==> src/rtl/vga_tile_engine.sv <==
// Tile-mapped VGA scan-out: timing counters, tile-map fetch, glyph fetch, colour key.
// Latency: a counter position reaches the pins 2 pixel ticks (4 clk) after it is issued.
// Backpressure: none; free-running raster, memories must answer 1 clk after each address.
module vga_tile_engine #(
  parameter int H_ACTIVE         = 640,
  parameter int H_FP             = 16,
  parameter int H_SYNC           = 96,
  parameter int H_BP             = 48,
  parameter int V_ACTIVE         = 480,
  parameter int V_FP             = 10,
  parameter int V_SYNC           = 2,
  parameter int V_BP             = 33,
  parameter int TILE_LOG2        = 4,
  parameter int SYS_ADDR_WIDTH   = 16,
  parameter int SYS_DATA_WIDTH   = 16,
  parameter int MAP_BASE         = 0,
  parameter int GLYPH_ADDR_WIDTH = 16
) (
  input  logic                        clk,
  input  logic                        reset,
  input  logic [SYS_DATA_WIDTH-1:0]   sys_data,
  input  logic [23:0]                 glyph_pixel,
  input  logic [23:0]                 bg_color,
  input  logic [9:0]                  scroll_x,
  input  logic [9:0]                  scroll_y,
  output logic [SYS_ADDR_WIDTH-1:0]   sys_addr,
  output logic [GLYPH_ADDR_WIDTH-1:0] glyph_addr,
  output logic                        vga_clk,
  output logic                        vga_hs,
  output logic                        vga_vs,
  output logic                        vga_blank_n,
  output logic [7:0]                  r,
  output logic [7:0]                  g,
  output logic [7:0]                  b,
  output logic                        frame_start
);

  localparam int H_TOTAL = H_ACTIVE + H_FP + H_SYNC + H_BP;
  localparam int V_TOTAL = V_ACTIVE + V_FP + V_SYNC + V_BP;
  localparam int HW      = $clog2(H_TOTAL);
  localparam int VW      = $clog2(V_TOTAL);
  localparam int GW      = 8 + 2 * TILE_LOG2;

  localparam logic [HW-1:0] H_LAST   = HW'(H_TOTAL - 1);
  localparam logic [HW-1:0] H_ACT    = HW'(H_ACTIVE);
  localparam logic [HW-1:0] HS_START = HW'(H_ACTIVE + H_FP);
  localparam logic [HW-1:0] HS_END   = HW'(H_ACTIVE + H_FP + H_SYNC);
  localparam logic [VW-1:0] V_LAST   = VW'(V_TOTAL - 1);
  localparam logic [VW-1:0] V_ACT    = VW'(V_ACTIVE);
  localparam logic [VW-1:0] VS_START = VW'(V_ACTIVE + V_FP);
  localparam logic [VW-1:0] VS_END   = VW'(V_ACTIVE + V_FP + V_SYNC);
  localparam logic [23:0]   KEY      = 24'hFF00FF;

  logic                      tick;
  logic [HW-1:0]             hcount;
  logic [VW-1:0]             vcount;
  logic [9:0]                sx_lat, sy_lat, sx_eff, sy_eff, ex, ey;
  logic [SYS_ADDR_WIDTH-1:0] addr_next;
  logic [TILE_LOG2-1:0]      row_q, col_q;
  logic                      addr_vld;
  logic                      hs_now, vs_now, active_now;
  logic                      hs_d1, vs_d1, blank_d1;
  logic [23:0]               pix_sel;
  logic [GW-1:0]             glyph_vec;
  logic                      unused_sys_hi;

  // Only the tile id byte of the map word carries meaning.
  assign unused_sys_hi = ^sys_data[SYS_DATA_WIDTH-1:8];

  // First tick of line 0; tick is low in reset so this is quiet there too.
  assign frame_start = tick && (hcount == '0) && (vcount == '0);

  // Address generation; the frame's first pixel already uses the freshly sampled scroll.
  always_comb begin
    sx_eff     = frame_start ? scroll_x : sx_lat;
    sy_eff     = frame_start ? scroll_y : sy_lat;
    ex         = 10'(hcount) + sx_eff;
    ey         = 10'(vcount) + sy_eff;
    addr_next  = SYS_ADDR_WIDTH'(MAP_BASE)
               + (SYS_ADDR_WIDTH'(ey >> TILE_LOG2) << (10 - TILE_LOG2))
               + SYS_ADDR_WIDTH'(ex >> TILE_LOG2);
    hs_now     = !((hcount >= HS_START) && (hcount < HS_END));
    vs_now     = !((vcount >= VS_START) && (vcount < VS_END));
    active_now = (hcount < H_ACT) && (vcount < V_ACT);
    glyph_vec  = {sys_data[7:0], row_q, col_q};
    pix_sel    = 24'h0;
    if (blank_d1) pix_sel = (glyph_pixel == KEY) ? bg_color : glyph_pixel;
  end

  // Pixel tick toggle; vga_clk rises on the cycle after each tick.
  always_ff @(posedge clk or posedge reset) begin
    if (reset) begin
      tick    <= 1'b0;
      vga_clk <= 1'b0;
    end else begin
      tick    <= ~tick;
      vga_clk <= tick;
    end
  end

  // Raster counters, advanced once per pixel tick.
  always_ff @(posedge clk or posedge reset) begin
    if (reset) begin
      hcount <= '0;
      vcount <= '0;
    end else if (tick) begin
      if (hcount == H_LAST) begin
        hcount <= '0;
        vcount <= (vcount == V_LAST) ? '0 : vcount + VW'(1);
      end else begin
        hcount <= hcount + HW'(1);
      end
    end
  end

  // Scroll offsets are frozen for the whole frame at its start.
  always_ff @(posedge clk or posedge reset) begin
    if (reset) begin
      sx_lat <= '0;
      sy_lat <= '0;
    end else if (frame_start) begin
      sx_lat <= scroll_x;
      sy_lat <= scroll_y;
    end
  end

  // Stage 1: issue the tile-map address and launch the sync/blank delay line.
  always_ff @(posedge clk or posedge reset) begin
    if (reset) begin
      sys_addr <= '0;
      row_q    <= '0;
      col_q    <= '0;
      addr_vld <= 1'b0;
      hs_d1    <= 1'b1;
      vs_d1    <= 1'b1;
      blank_d1 <= 1'b0;
    end else if (tick) begin
      sys_addr <= addr_next;
      row_q    <= ey[TILE_LOG2-1:0];
      col_q    <= ex[TILE_LOG2-1:0];
      addr_vld <= 1'b1;
      hs_d1    <= hs_now;
      vs_d1    <= vs_now;
      blank_d1 <= active_now;
    end
  end

  // Stage 2: tile id returned by the map forms the glyph ROM address.
  always_ff @(posedge clk or posedge reset) begin
    if (reset) begin
      glyph_addr <= '0;
    end else if (!tick && addr_vld) begin
      glyph_addr <= GLYPH_ADDR_WIDTH'(glyph_vec);
    end
  end

  // Stage 3: colour register plus matching sync/blank registers.
  always_ff @(posedge clk or posedge reset) begin
    if (reset) begin
      vga_hs      <= 1'b1;
      vga_vs      <= 1'b1;
      vga_blank_n <= 1'b0;
      {r, g, b}   <= 24'h0;
    end else if (tick) begin
      vga_hs      <= hs_d1;
      vga_vs      <= vs_d1;
      vga_blank_n <= blank_d1;
      {r, g, b}   <= pix_sel;
    end
  end

endmodule

==> config.mk <==
export PLATFORM = sky130hd
export DESIGN_NAME = vga_tile_engine
export DESIGN_NICKNAME = d
export VERILOG_FILES = /design/src/rtl/vga_tile_engine.sv
export SDC_FILE = /design/constraint.sdc
export NUM_CORES = 1
export LEC_CHECK = 0
export ABC_AREA = 1
export BUFFER_PORTS_ARGS = -buffer_cell sky130_fd_sc_hd__buf_2
export CAP_MARGIN = 20
export CORE_MARGIN = 2
export CORE_UTILIZATION = 57
export CTS_CLUSTER_DIAMETER = 60
export CTS_CLUSTER_SIZE = 20
export DETAILED_ROUTE_END_ITERATION = 10
export PLACE_DENSITY = 0.85
export SLEW_MARGIN = 15
export SYNTH_ARGS = -nofsm -noshare
export SYNTH_HDL_FRONTEND = slang
export SYNTH_SLANG_ARGS = --single-unit
==> constraint.sdc <==
create_clock -name clk -period 10.4 [get_ports clk]
set_input_delay 2.08 -clock clk [delete_from_list [all_inputs] [get_ports clk]]
set_output_delay 2.08 -clock clk [all_outputs]
set_load 0.01 [all_outputs]
# == After elaboration in Yosys (flattened, before gate mapping) ==
# Index checks and enable logic that the tools add are counted.
# classes
n_mux,6
magnitude_cmp,6
eq_ne,3
bitwise_logic,1
n_addsub,5
n_reduce_logical,12
# ops
op,n
$mux 24,2
$mux 10,4
$eq 24x24->1 const B,1
$add 10x1->10 const B,2
$add 10x10->10,2
$eq 10x10->1 const B,2
$logic_not 10->1,2
$lt 10x10->1 const B,2
$lt 10x9->1 const B,2
$add 12x6->13,1
$ge 10x10->1 const B,1
$ge 10x9->1 const B,1
$logic_and 1x1->1,6
$logic_not 1->1,3
$reduce_and 2->1,1
$not 1->1,1
# word_totals
output_inout_bits,61
elab_cells,53
inputBits,86
reg_bits,113

# == Depth between registers and ports, before layout ==
# depth
ltp_word,6
depth_mapped,17
depth_no_buf,16

# == Worst setup path after synthesis ==
# Ideal clock, no wire load.
# synth_path
path_type,input -> register
from,in scroll_y[0]
to,reg sys_addr[10]
t_arrival_ps,3465
n_path_buf,0
setup_ps,135
stages,9
slack_ps,6800
required_time_ps,10265
path_cell_list,mux2_2 -> ha_1 -> fa_1 -> nand3_1 -> nand3_1 -> nand2_1 -> nand3_1 -> xnor2_1 -> o21ai_0
# synth_via
elab_chain_len,3
# synth_rtl
element,line,source
"start, declared",25,"input logic [9:0] scroll_y,"
$mux 10,--,
$add 10x10->10,78,ey = 10'(vcount) + sy_eff;
$add 12x6->13,81,+ SYS_ADDR_WIDTH'(ex >> TILE_LOG2);
"end signal, assigned",138,sys_addr <= addr_next;
"end, declared",26,"output logic [SYS_ADDR_WIDTH-1:0] sys_addr,"
# No other way between the ends.
# A chain may end at the register's enable or synchronous reset.

# == Final worst setup path ==
# layout_path
from,reg vcount[1]
to,out frame_start
# layout_via
elab_chain_len,2
# layout_rtl
element,line,source
"start, declared",56,logic [VW-1:0] vcount;
"start signal, assigned",109,vcount <= (vcount == V_LAST) ? '0 : vcount + VW'(1);
$logic_not 10->1,71,assign frame_start = tick && (hcount == '0) && (vcount == '0);
$logic_and 1x1->1,71,
"end, declared",35,output logic frame_start
# No other way between the ends.

==> impl_metrics.yaml <==
outcome:
  outcome: "complete, no violations"
yosys:
  synth-edff-count: 0
  synth_commonest_cells: "159 x nand2_1, 105 x dfrtp_1, 56 x inv_1"
  synthMostInstantiatedCell: "nand2_1"
  synthTopCellsByArea: "dfrtp_1 47%, nand2_1 11%, mux2_2 5.7%, ha_1 5.2%, inv_1 3.8%"
  synth.distinct_cells: 35
  synthArstFlopShare_pct: 100
  synthCells: 621
  yosysSeqAreaShare_pct: 49.3
  yosys.area.top_type: "dfrtp_1"
  synth_ff_type: "dfrtp_1"
  netlist_area_um2: 5550
  yosys_warnings: 0
  yosysTopAreaCellShare_pct: 47.4
  synth-seq-cells: 109
  synth.avg_cell_area_um2: 8.93
cts:
  cts_tree: "yes"
  clock_sinks: 109
  postCtsSetupBuffers: 0
  cts_hold_buf: 0
  root_buffer: "clkbuf_8"
  cts_buffer_depth: 2
  clkTransAtPathRegs_ns: 0.09
  clock_latency_ns: 0.37
  h-tree-depth: 3
  post_cts_resized: 0
  cts_made_buffers: 9
die:
  start_util_pct: 59.5
  core_region_area_um2: 9330
  die_h_um: 103
  row_count: 35
  die_w_um: 103
  dieArea_um2: 10500
  io_pins: 147
worst_setup_path:
  r2r-start: "vcount[1]"
  cpLargestDelayFamily: "simple AND/OR/NAND/NOR gates"
  critPathCaptureType: "output pin"
  critPathLaunchType: "flip-flop"
  crit_chain: "inv_1, ha_1, nand3_2, nor2_4, nand3_2, inv_1, buf_2"
  critPathLaunch: "vcount[1]"
  crit_required_ns: 8.32
  r2r_slack_ns: 6.75
  crit_path_end: "frame_start"
  critPathSlowestCell: "nand3_2"
  critPathMaxStageDelay_ns: 0.53
  critical_path_arrival_ns: 2.31
  r2r-end: "sys_addr[10]"
  critPathBufInv: 3
  rr_worst_depth: 14
  crit_cells: 7
  crit_type: "reg2out"
  path_max_fanout: 21
grt:
  grt_max_degree: 86
  gr-total-overflow: 0
  grt_pass1_vias: 4464
  antenna_found_initial: 0
  grtUsageTotal_pct: 24.9
  grt_pass1_wl_um: 20700
timing:
  period_needed_ns: 4.39
  slew_violations: 0
  slew-limit-headroom_pct: 53.1
  fin_setup_tns_ns: 0
  setup_slack_ns: 6.01
  max_slew.worst_pin.slew_ns: 0.701
  hold_viol_final: 0
  grt_setup_unrepaired: "no"
  final.period_utilization_pct: 42.2
  setup_viol: 0
  fmax_mhz: 228
  hold_ws_ns: 0.467
  finClkSkew_ns: 0.0135
detailed_routing:
  first_pass_iters: 5
  drtAntennaViolNets: 0
  drt_iter0_markers: 232
  via_per_inst: 5.51
  detail_route.wl_per_cell_um: 14.8
  wl_um: 13100
  via_count: 4874
  drc: 0
flow_run:
  drv_cap: 0
power:
  p_total_uw: 773
  p_per_area_nw_per_um2: 119
  peakVddDrop_mv: 0.0822
  p_leak_nw: 3.30
min_path:
  hold_class: "reg2reg"
layout:
  num_antenna_cells: 0
  utilization_pct: 69.9
  area_growth_pct: 17.6
  instances_no_fill: 885
  drive_above_1_share_pct: 26.7
  fin_area_um2: 6520
  nets: 862
place:
  port_buffers: 134
  dp.cells: 867
  gp_congestion: 0.927
  post-dp-hpwl_um: 9710
  placedInstanceArea_um2: 6290
  post-place-ws_ns: 6.18
[layer usage]
layer,routed length [um],GRT usage (%)
met2,6550,40.5
met3,790,4.00
met5,0,0
met1,5550,34.8
met4,221,7.08
[worst min-delay path by stage]
stage                 from           to  slack (ns)  cells after the start
6_report            vga_vs       vga_vs        0.47                      2
5_1_grt              hs_d1       vga_hs        0.50                      2
4_1_cts             vga_vs       vga_vs        0.47                      2
3_5_place_dp        vga_vs       vga_vs        0.46                      2
3_3_place_gp   vga_blank_n  vga_blank_n        0.45                      2
2_1_floorplan         tick      vga_clk        0.39                      0
[tightest hold or removal path, cell delays in order, from the launching register on]
cell and delay [ns]:
dfstp_2 0.38, nand2_1 0.05, nand2_1 0.04
[cell type report]
class | count | area, um2
fillers | 721 | 2810
multi-input cells | 431 | 2470
inverters | 61 | 231
clock inverters | 5 | 43.8
repair buffers | 139 | 736
clock buffers | 11 | 141
flip-flops and latches | 109 | 2730
well taps | 129 | 161
[cell families after synthesis]
| group | count (synthesis) | share of synthesized area, % |
|---|---|---|
| buffers and inverters | 84 | 6.32 |
| flip-flops | 109 | 49.3 |
| AO/OA/AOI/OAI | 99 | 10.5 |
| XOR/XNOR | 8 | 1.26 |
| AND/OR/NAND/NOR | 267 | 21.0 |
| adder cells (fa/ha/maj) | 25 | 5.91 |
| multiplexers | 28 | 5.69 |
| other | 1 | 0.0676 |
[power breakdown]
part | switching (mW) | leakage, nW | internal, mW
registers | 0.00795 | 1.29 | 0.441
clock network | 0.146 | 0.0877 | 0.0964
logic | 0.0458 | 1.92 | 0.0355
[flip-flops by register name (all words and copies together), names as in the netlist]
register     count
col_q            4
hs_d1            1
g                8
blank_d1         1
addr_vld         1
sx_lat          10
vcount          10
sy_lat          10
vga_hs           1
vga_clk          1
sys_addr        12
r                8
vs_d1            1
tick             1
b                8
row_q            4
hcount          10
glyph_addr      16
vga_blank_n      1
vga_vs           1
[layout by cell type (no fill, tap or decap), types with 2 or more instances in the layout]
master | Yosys | final
fa_1 | 2 | 2
xor2_1 | 3 | 3
nand4_1 | 10 | 10
nand3_1 | 40 | 40
nor4_1 | 7 | 7
nor2_2 | 3 | 3
a31oi_1 | 7 | 7
nor2_1 | 34 | 34
a21oi_1 | 25 | 25
inv_2 | 5 | 5
nand2_1 | 159 | 159
buf_2 | 7 | 134
clkbuf_8 | 0 | 10
o211ai_1 | 22 | 22
nand3_2 | 3 | 3
xnor2_1 | 5 | 5
buf_4 | 5 | 3
a21boi_0 | 2 | 2
clkinvlp_4 | 0 | 2
o31ai_1 | 2 | 2
ha_1 | 23 | 23
mux2_2 | 28 | 28
o21ai_0 | 37 | 37
dfstp_2 | 4 | 4
dfrtp_1 | 105 | 105
conb_1 | 1 | 4
o21bai_1 | 2 | 2
nor3_1 | 7 | 7
clkinv_4 | 0 | 2
inv_1 | 56 | 55
Note: power is estimated with default switching activity, not from simulation.
